==> src/rtl/bsg_manycore_pkt_launch.sv <==
// Remote-store launch buffer: circular packet FIFO toward the router plus an outstanding-store credit counter and fence.
// Optional simulation trace and protocol checks: define BSG_MANYCORE_PKT_LAUNCH_TRACE_EN.
module bsg_manycore_pkt_launch #(
  parameter int x_cord_width_p     = 5,
  parameter int y_cord_width_p     = 5,
  parameter int data_width_p       = 32,
  parameter int addr_width_p       = 32,
  parameter int fifo_els_p         = 4,
  parameter int max_out_credits_p  = 16,
  localparam int packet_width_lp   = 6 + addr_width_p + data_width_p + 2*y_cord_width_p + 2*x_cord_width_p,
  localparam int credit_width_lp   = $clog2(max_out_credits_p + 1)
) (
  input  logic                       clk_i,
  input  logic                       reset_n_i,
  input  logic                       v_i,
  input  logic [packet_width_lp-1:0] data_i,
  output logic                       ready_o,
  output logic                       v_o,
  output logic [packet_width_lp-1:0] data_o,
  input  logic                       yumi_i,
  input  logic                       credit_v_i,
  output logic [credit_width_lp-1:0] out_credits_o,
  output logic                       fence_o
);

  localparam int ptr_width_lp   = $clog2(fifo_els_p);
  localparam int count_width_lp = ptr_width_lp + 1;
  localparam logic [count_width_lp-1:0]  full_count_lp  = count_width_lp'(fifo_els_p);
  localparam logic [credit_width_lp-1:0] max_credits_lp = credit_width_lp'(max_out_credits_p);

  logic [packet_width_lp-1:0] mem [fifo_els_p];
  logic [ptr_width_lp-1:0]    head, tail;
  logic [count_width_lp-1:0]  count;
  logic [credit_width_lp-1:0] credits;
  logic                       enq, deq;

  // Handshakes: input side transfers when v_i && ready_o; output side transfers when
  // yumi_i && v_o. ready_o and v_o depend only on registered state, never on yumi_i/credit_v_i.
  assign ready_o       = (count != full_count_lp) && (credits != '0);
  assign v_o           = (count != '0);
  assign data_o        = mem[head];
  assign out_credits_o = credits;
  assign fence_o       = (count == '0) && (credits == max_credits_lp);

  assign enq = v_i & ready_o;
  assign deq = yumi_i & v_o;

  always_ff @(posedge clk_i) begin
    if (!reset_n_i) begin
      head    <= '0;
      tail    <= '0;
      count   <= '0;
      credits <= max_credits_lp;
      for (int i = 0; i < fifo_els_p; i++) mem[i] <= '0;
    end else begin
      if (enq) begin
        mem[tail] <= data_i;
        tail      <= tail + 1'b1;
      end
      if (deq) head <= head + 1'b1;

      case ({enq, deq})
        2'b10:   count <= count + 1'b1;
        2'b01:   count <= count - 1'b1;
        default: count <= count;
      endcase

      // An ack arriving with the counter already full is spurious and dropped.
      case ({enq, credit_v_i})
        2'b10:   credits <= credits - 1'b1;
        2'b01:   credits <= (credits == max_credits_lp) ? credits : credits + 1'b1;
        default: credits <= credits;
      endcase
    end
  end

`ifdef BSG_MANYCORE_PKT_LAUNCH_TRACE_EN
  localparam int y_lsb_lp    = x_cord_width_p;
  localparam int data_lsb_lp = 2*x_cord_width_p + 2*y_cord_width_p;
  localparam int addr_lsb_lp = data_lsb_lp + data_width_p;

  logic v_r, ready_r;

  always @(negedge clk_i) begin
    if (reset_n_i) begin
      if (enq)
        $display("[pkt_launch] enq x=%0d y=%0d addr=%h credits=%0d", data_i[x_cord_width_p-1:0],
                 data_i[y_lsb_lp +: y_cord_width_p], data_i[addr_lsb_lp +: addr_width_p], credits);
      if (deq)
        $display("[pkt_launch] deq x=%0d y=%0d addr=%h credits=%0d", data_o[x_cord_width_p-1:0],
                 data_o[y_lsb_lp +: y_cord_width_p], data_o[addr_lsb_lp +: addr_width_p], credits);
      if (credit_v_i)
        $display("[pkt_launch] credit return credits=%0d", credits);
      if (yumi_i && !v_o)
        $error("[pkt_launch] yumi_i asserted without v_o");
      if (credit_v_i && !enq && credits == max_credits_lp)
        $error("[pkt_launch] credit overflow");
      if (v_r && !ready_r && !v_i)
        $error("[pkt_launch] encoder dropped a stalled packet");
      v_r     <= v_i;
      ready_r <= ready_o;
    end else begin
      v_r     <= 1'b0;
      ready_r <= 1'b1;
    end
  end
`endif

endmodule

==> config.mk <==
export PLATFORM = sky130hd
export DESIGN_NAME = bsg_manycore_pkt_launch
export DESIGN_NICKNAME = d
export VERILOG_FILES = /design/src/rtl/bsg_manycore_pkt_launch.sv
export SDC_FILE = /design/constraint.sdc
export NUM_CORES = 1
export LEC_CHECK = 0
export CAP_MARGIN = 15
export CORE_ASPECT_RATIO = 1.75
export CORE_MARGIN = 5
export CORE_UTILIZATION = 55
export CTS_CLUSTER_SIZE = 8
export DETAILED_ROUTE_END_ITERATION = 7
export PLACE_DENSITY = 0.84
export SETUP_SLACK_MARGIN = 0.02
export SYNTH_ARGS = -nofsm -noshare
export SYNTH_HDL_FRONTEND = slang
export SYNTH_SLANG_ARGS = --single-unit
==> constraint.sdc <==
create_clock -name clk_i -period 14.4 [get_ports clk_i]
set_input_delay 2.88 -clock clk_i [delete_from_list [all_inputs] [get_ports clk_i]]
set_output_delay 2.88 -clock clk_i [all_outputs]
set_load 0.01 [all_outputs]
==> impl_metrics.ini, run 1 <==
[run_status]
outcome = complete, no violations

[sta]
finalCritPeriodShare_pct = 43.19
rsz0062_at_grt = no
setup_viol_count_final = 0
fin_skew_ps = 15.10
hold_viol_final = 0
slew_violations = 0
worst_pin_slew_ps = 1089
slew-limit-headroom_pct = 27.12
hold_ws_ps = 521.2
setup_tns_ps = 0
fmax_mhz = 160.8
period_needed_ps = 6220

[cts]
cts_max_path_buffers = 3
cts_resized = 0
clk_latency_ps = 560
cts_root_buffer = clkbuf_16
clk_pin_slew_worst_paths_ps = 50
cts_tree = built
cts_hold_buffers = 0
cts_max_level = 2
cts_buffers = 52
clock-sinks = 374
post_cts_buffers = 0

[layout]
n_fill_cell = 1929
area_growth_pct = 22.64
drive_above_1_share_pct = 14.12
regArea_mm2 = 0.01110
nets = 1263
multiInputGateArea_mm2 = 0.004871

[placement]
dp_hpwl_um = 19620
numPortBuffers = 192
gp_congestion = 0.7831

[logic_synthesis]
synth_edf_count = 360
netlist_top_cells_area = edfxtp_1, and2_1, mux4_2
yosys-top-cells-count = and2_1, edfxtp_1, mux4_2
synth_ff_type = edfxtp_1
yosysMostFrequentCell = and2_1
yosysWarnings = 0
ys_seq_area_share_pct = 68.27
yosys.area.top_type_share_pct = 66.55
postSynthAreaPerCell_um2 = 16.76
netlist_area_mm2 = 0.01624
yosysTopAreaCell = edfxtp_1
synthArstFlopShare_pct = 0
ys_ff_latch = 374
synth.distinct_cells = 36
syn_nets = 1070
syn_inst = 969

[global_routing]
grt_pass1_wl_um = 55110
grt_max_degree = 92
grt_pass1_vias = 9760
antenna_found_initial = 6
overflow = 0
grt_use_total_pct = 21.56

[route]
dr_wl_met3_um = 2151
dr.pass1.iters = 5
via_count = 8872
avgViaCountPerCell = 5.655
wl_met1_um = 12480
wl_met2_um = 19350
routed_wirelength_um = 34950
drc = 0
top_layer = met5
drt_iter0_markers = 538
final_antenna_net_count = 0
routedWlPerCell_um = 22.27

[setup_path]
critPathLaunchType = flop
cp-end-kind = primary output
cp_max_fo = 43
crit_type = reg -> out
reg2reg_depth = 4
worstPathArrival_ps = 3340
required_ps = 11520

[power]
leakage_uw = 0.007137
max-vdd-ir-drop_v = 0.0001576
powerDensity_mw_per_mm2 = 173.9

[floorplanning]
rows = 83
initial_utilization_pct = 55.47
dieArea_mm2 = 0.03321
die_h_um = 237.3
ios = 193
die_width_um = 139.9
core_region_area_mm2 = 0.02929

[worst_hold_path]
min_path_type = reg -> reg
hold_depth = 2

[flow_run]
maxCapViolCount = 0
state kept, by name, indices dropped and copies added, names as in the netlist, named ones only:
register,count
count,3
head,2
mem,360
out_credits_o,5
tail,2
metrics by stage:
stage | setup slack (ps) | instance area [µm²] | total power (µW) | util, % | instances
6_report | 8180 | 19920 | 3465 | 68.03 | 1569
5_1_grt | 7936 | 19920 | 3613 | 68.02 | 1568
4_1_cts | 7759 | 19880 | 3496 | 67.90 | 1564
3_5_place_dp | 7974 | 18460 | 2407 | 63.02 | 1489
3_3_place_gp | 8035 | 18460 | 2393 | 63.02 | 1489
2_1_floorplan | 4308 | 16240 | 1994 | - | 969
cell usage in the layout (no fill, tap or decap), drive strengths merged, types with 2 or more instances in the layout:
cell | netlist | routed
a21oi | 8 | 8
and2 | 361 | 361
and3 | 3 | 3
buf | 21 | 9
clkbuf | 41 | 73
clkdlybuf4s50 | 0 | 192
dfxtp | 14 | 14
diode | 0 | 4
edfxtp | 360 | 360
fa | 2 | 2
ha | 4 | 4
inv | 6 | 8
mux2i | 4 | 4
mux4 | 90 | 90
nand2 | 10 | 10
nand2b | 4 | 4
nand3 | 5 | 5
nor2 | 8 | 8
nor3 | 2 | 2
o2111ai | 2 | 2
o211ai | 3 | 3
o21ai | 4 | 4
or3 | 2 | 2
xor2 | 5 | 5
logic make-up (layout without fill, tap and decap cells):
kind of cell / after synthesis / in the layout / synth area share [%]
buffers and inverters: 69 / 283 / 2.110
muxes: 94 / 94 / 12.72
adders and majority gates: 6 / 6 / 0.5546
AOI/OAI and AO/OA: 22 / 22 / 0.9320
and+or+nand+nor: 398 / 398 / 15.08
DFF: 374 / 374 / 68.27
xor gates and xnor gates: 6 / 6 / 0.3235
other: 0 / 4 / 0
report_power, final:
group	total, µW	internal (µW)	switching (µW)
registers	1480	1390	86.4
logic	907	492	415
clock network	1080	666	416
total	3460	2550	918
area by class of cell:
type	count	area share, %
Multi-Input combinational cell	526	24.45
Antenna cell	4	0.05024
Tap cell	382	2.399
Clock buffer	73	7.085
Clock inverter	2	0.08793
Timing Repair Buffer	201	10.09
Sequential cell	374	55.71
Inverter	7	0.1319
critical path, cell delays in order, from the launching register on:
cell	delay [ps]
dfxtp_4	870
buf_4	390
buf_16	330
mux4_2	600
clkdlybuf4s50_1	520
per-layer routing:
layer  vias to the layer above  track usage (%)
li1                       3975                -
met3                        62            4.147
met5                         -                0
met1                      4520            25.08
met2                       311            39.71
met4                         4            7.464
path summary, 6_finish.rpt:
| kind | endpoint | start | slack, ps |
|---|---|---|---|
| hold reg to reg | out_credits_o[3] | out_credits_o[3] | 520 |
| hold / removal | out_credits_o[3] | out_credits_o[3] | 520 |
| setup / recovery | data_o[78] | flop | 8180 |
| setup reg to reg | mem[2][60] | out_credits_o[0] | 11090 |
(Power assumes the default switching activity.)
==> run 2: changes to the inputs <==
Clock period 14.4 ns to 6.2 ns, I/O delays scaled along.
==> run 2 against run 1 <==
Hold slack worse by 5.3 ps. Critical path type unchanged. Non-clock buffer count is 4 higher. Total power increased by 130%. Critical path depth down 1. Critical endpoint is now data_o[27]. First-iteration DRC count grew 19%. Setup slack lost 6300 ps. Global-route usage about the same. Wire length is 1.1% higher. Clock skew grew 5.7 ps. Combinational power is 130% higher. Sequential share of layout area decreased by 0.10 points. Cell area rose by 0.19%.
==> impl_metrics.ini, run 2 (synthesis gave the netlist of run 1 again) <==
[run_status]
outcome = complete, no violations

[layout]
multiInputGateArea_mm2 = 0.004863
drive_above_1_share_pct = 14.24
regMostFlops = mem
final_cell_mix = and2_1, edfxtp_1, clkdlybuf4s50_1, mux4_2, clkbuf_16
fin_area_mm2 = 0.01996
n_fill_cell = 1947
nets = 1267
regArea_mm2 = 0.01110
final_common_cell = and2_1
area_growth_pct = 22.87
largest_register_ffs = 360

[floorplanning]
ios = 193
die_h_um = 237.3
initial_utilization_pct = 55.47
dieArea_mm2 = 0.03321
core_region_area_mm2 = 0.02929
rows = 83
die_width_um = 139.9

[setup_path]
crit_type = reg -> out
cp-end-kind = primary output
cp_max_fo = 41
required_ps = 4960
critPathLaunchType = flop
worstPathArrival_ps = 3100

[sta]
worst_pin_slew_ps = 1049
slew-limit-headroom_pct = 30.06
fin_skew_ps = 20.83
period_needed_ps = 4337
hold_ws_ps = 515.9
setup_viol_count_final = 0
fmax_mhz = 230.6
finalCritPeriodShare_pct = 69.95
hold_viol_final = 0
setup_tns_ps = 0
slew_violations = 0
rsz0062_at_grt = no

[global_routing]
grt_pass1_wl_um = 54940
grt_max_degree = 91
overflow = 0
grt_use_total_pct = 21.56
antenna_found_initial = 5
grt_pass1_vias = 9864

[cts]
clk_latency_ps = 550
cts_resized = 0
cts_max_level = 2
clock-sinks = 374
cts_tree = built
clk_pin_slew_worst_paths_ps = 50
cts_max_path_buffers = 3
cts_buffers = 52
cts_hold_buffers = 0
post_cts_buffers = 0
cts_root_buffer = clkbuf_16

[route]
routed_wirelength_um = 35320
routedWlPerCell_um = 22.48
dr.pass1.iters = 4
avgViaCountPerCell = 5.641
final_antenna_net_count = 0
drc = 0
via_count = 8862
drt_iter0_markers = 642

[power]
total_power_uw = 8035
powerDensity_mw_per_mm2 = 402.6
max-vdd-ir-drop_v = 0.0003492
leakage_uw = 0.007152

[worst_hold_path]
min_path_type = reg -> reg

[placement]
gp_congestion = 0.7699
placed_cell_area_mm2 = 0.01854
dp_hpwl_um = 19810
numPortBuffers = 192

[flow_run]
maxCapViolCount = 0
## run 2: changes by cell type in the layout (fill, tap and decap cells not counted)
cell,change
o2111a_4,-1
clkbuf_1,+2
buf_16,-1
inv_6,-2
buf_4,+1
diode_2,-2
o2111a_2,+1
buf_12,+4
## run 2: metal layers
layer | vias up | global-route usage (%) | part of all wire, %
li1 | 3980 | - | -
met1 | 4541 | 24.60 | 36
met2 | 266 | 39.75 | 56
met3 | 71 | 4.066 | 5.2
met4 | 4 | 8.522 | 3.3
met5 | - | 0 | 0.071
## run 2: where the power goes
group          internal, µW  total [µW]  switching [µW]  leakage [µW]
clock                  1550        2510             961      0.000685
combinational          1140        2090             944       0.00261
sequential             3220        3440             216       0.00386
total                  5910        8030            2120       0.00715
## run 2: final timing paths
kind | startpoint | to | slack [ps] | depth (start not counted)
worst max-delay path | flop | data_o[27] | 1860 | 3
worst max register to register | out_credits_o[0] | out_credits_o[4] | 3050 | 8
worst min register to register | count[2] | count[2] | 520 | 2
worst min-delay path | count[2] | count[2] | 520 | 2
## run 2: cell type report
type / count / share of cell area, %
flip-flops and latches: 374 / 55.60
repair buffers: 205 / 10.37
well taps: 382 / 2.395
clock buffers: 75 / 7.109
diodes: 2 / 0.02508
inverters: 7 / 0.1316
multi-input cells: 526 / 24.37
## run 2: through the flow
step | util, % | cells | setup slack, ps
global route | 68.15 | 1571 | 1636
finish | 68.15 | 1571 | 1863
detailed placement | 63.29 | 1494 | 1947
floorplan | - | 969 | 183.0
CTS | 68.14 | 1569 | 1755
global placement | 63.29 | 1494 | 1982
## run 2: critical path, stage by stage, from the launching register on
cell             delay (ps)
dfxtp_4                 920
buf_4                   470
mux4_2                  560
clkdlybuf4s50_1         570
==> run 3: changes to the inputs <==
Clock period 6.2 ns to 4.25 ns, I/O delays scaled along.
==> run 3 against run 2 <==
Non-clock buffer count grew 2. Flip-flop and latch count unchanged. Combinational power grew 52%. Sequential share of layout area is 0.26 points lower. Global-route usage is 0.071 points higher. Hold slack worse by 6.4 ps. Via count decreased by 0.17%. Utilization increased by 0.32 points. Setup slack worse by 1300 ps. Final cell count is 0.32% higher. Cell area up 0.46%. Sequential power grew 44%. Critical endpoint is now data_o[33]. Largest power group unchanged. Highest routed layer unchanged.
==> impl_metrics.ini, run 3 (synthesis gave the netlist of run 1 again) <==
[run_status]
outcome = complete, no violations

[route]
routedWlPerCell_um = 22.50
routed_wirelength_um = 35460
avgViaCountPerCell = 5.614
via_count = 8847
drt_iter0_markers = 574
final_antenna_net_count = 0
dr.pass1.iters = 5
drc = 0

[worst_hold_path]
worstHoldStart = count[2]
min_path_type = reg -> reg
hold_end = count[2]
hold_depth = 2

[setup_path]
crit_type = reg -> out
cp_max_fo = 24
reg2reg_slack_ps = 1090
required_ps = 3400
reg2reg_depth = 8
timing.rr.end = out_credits_o[4]
worstReg2RegStart = out_credits_o[0]
worstPathArrival_ps = 2830
critPathLaunchType = flop
cp-end-kind = primary output

[floorplanning]
ios = 193
die_width_um = 139.9
rows = 83
die_h_um = 237.3
initial_utilization_pct = 55.47
core_region_area_mm2 = 0.02929
dieArea_mm2 = 0.03321

[sta]
slew-limit-headroom_pct = 31.48
hold_ws_ps = 509.5
setup_ws_ps = 573.0
fin_skew_ps = 14.30
period_needed_ps = 3677
fmax_mhz = 272.0
rsz0062_at_grt = no
worst_pin_slew_ps = 1028
setup_tns_ps = 0
slew_violations = 0
setup_viol_count_final = 0
hold_viol_final = 0
finalCritPeriodShare_pct = 86.52

[cts]
clk_pin_slew_worst_paths_ps = 50
cts_root_buffer = clkbuf_16
cts_buffers = 52
cts_resized = 0
cts_hold_buffers = 0
clock-sinks = 374
cts_max_path_buffers = 3
clk_latency_ps = 550
post_cts_buffers = 0
cts_max_level = 2
cts_tree = built

[layout]
area_growth_pct = 23.44
fin_util_pct = 68.47
final_cell_mix = and2_1, edfxtp_1, clkdlybuf4s50_1, mux4_2, clkbuf_16
regMostFlops = mem
nets = 1269
final_common_cell = and2_1
drive_above_1_share_pct = 14.38
largest_register_ffs = 360

[flow_run]
maxCapViolCount = 0

[global_routing]
grt_max_degree = 91
grt_use_total_pct = 21.63
overflow = 0
antenna_found_initial = 6
grt_pass1_vias = 9941
grt_pass1_wl_um = 55430

[placement]
gp_congestion = 0.7783
post-place-ws_ps = 985.8
dp_hpwl_um = 19830
numPortBuffers = 192

[power]
max-vdd-ir-drop_v = 0.0005304
leakage_uw = 0.007189
powerDensity_mw_per_mm2 = 587.6
## run 3: changes by cell type in the layout (fill, tap and decap cells not counted), sizes merged
cell	change
buf	+2
diode	+3
## run 3: routing by layer
layer	GRT usage, %	part of all wire (%)
met4	9.345	4.3
met5	0	0.056
met1	24.46	37
met3	4.408	5.3
met2	39.48	54
## run 3: metrics by stage
stage	instances	cell area (µm²)	total power, µW
detailed placement	1496	18620	8242
global placement	1496	18620	8174
CTS	1571	20040	11920
floorplan	969	16250	6735
global route	1575	20050	12290
finish	1576	20050	11780
## run 3: critical path: stages (launching register included)
cell	delay (ps)
dfxtp_4	700
buf_4	480
mux4_2	590
clkdlybuf4s50_1	500
## run 3: report_power, final
part | internal, µW | total (µW) | leakage [µW] | switching (µW)
Sequential | 4700 | 4960 | 0.00386 | 257
Combinational | 1700 | 3170 | 0.00264 | 1460
Clock | 2260 | 3660 | 0.000685 | 1400
## run 3: how the worst max path moves through the flow
stage                    from         end  slack [ps]
global route             flop  data_o[50]         360
global placement    reset_n_i   mem[0][0]        1030
detailed placement  reset_n_i  mem[0][11]         990
finish                   flop  data_o[33]         570
floorplan           reset_n_i   mem[0][0]         220
CTS                      flop   data_o[1]         460
## run 3: layout make-up
class	instances	area, µm²
Clock buffer	75	1419
Sequential cell	374	11100
Timing Repair Buffer	207	2147
Tap cell	382	478.0
Fill cell	1963	9234
Multi-Input combinational cell	526	4871
Antenna cell	5	12.51
Inverter	7	26.28
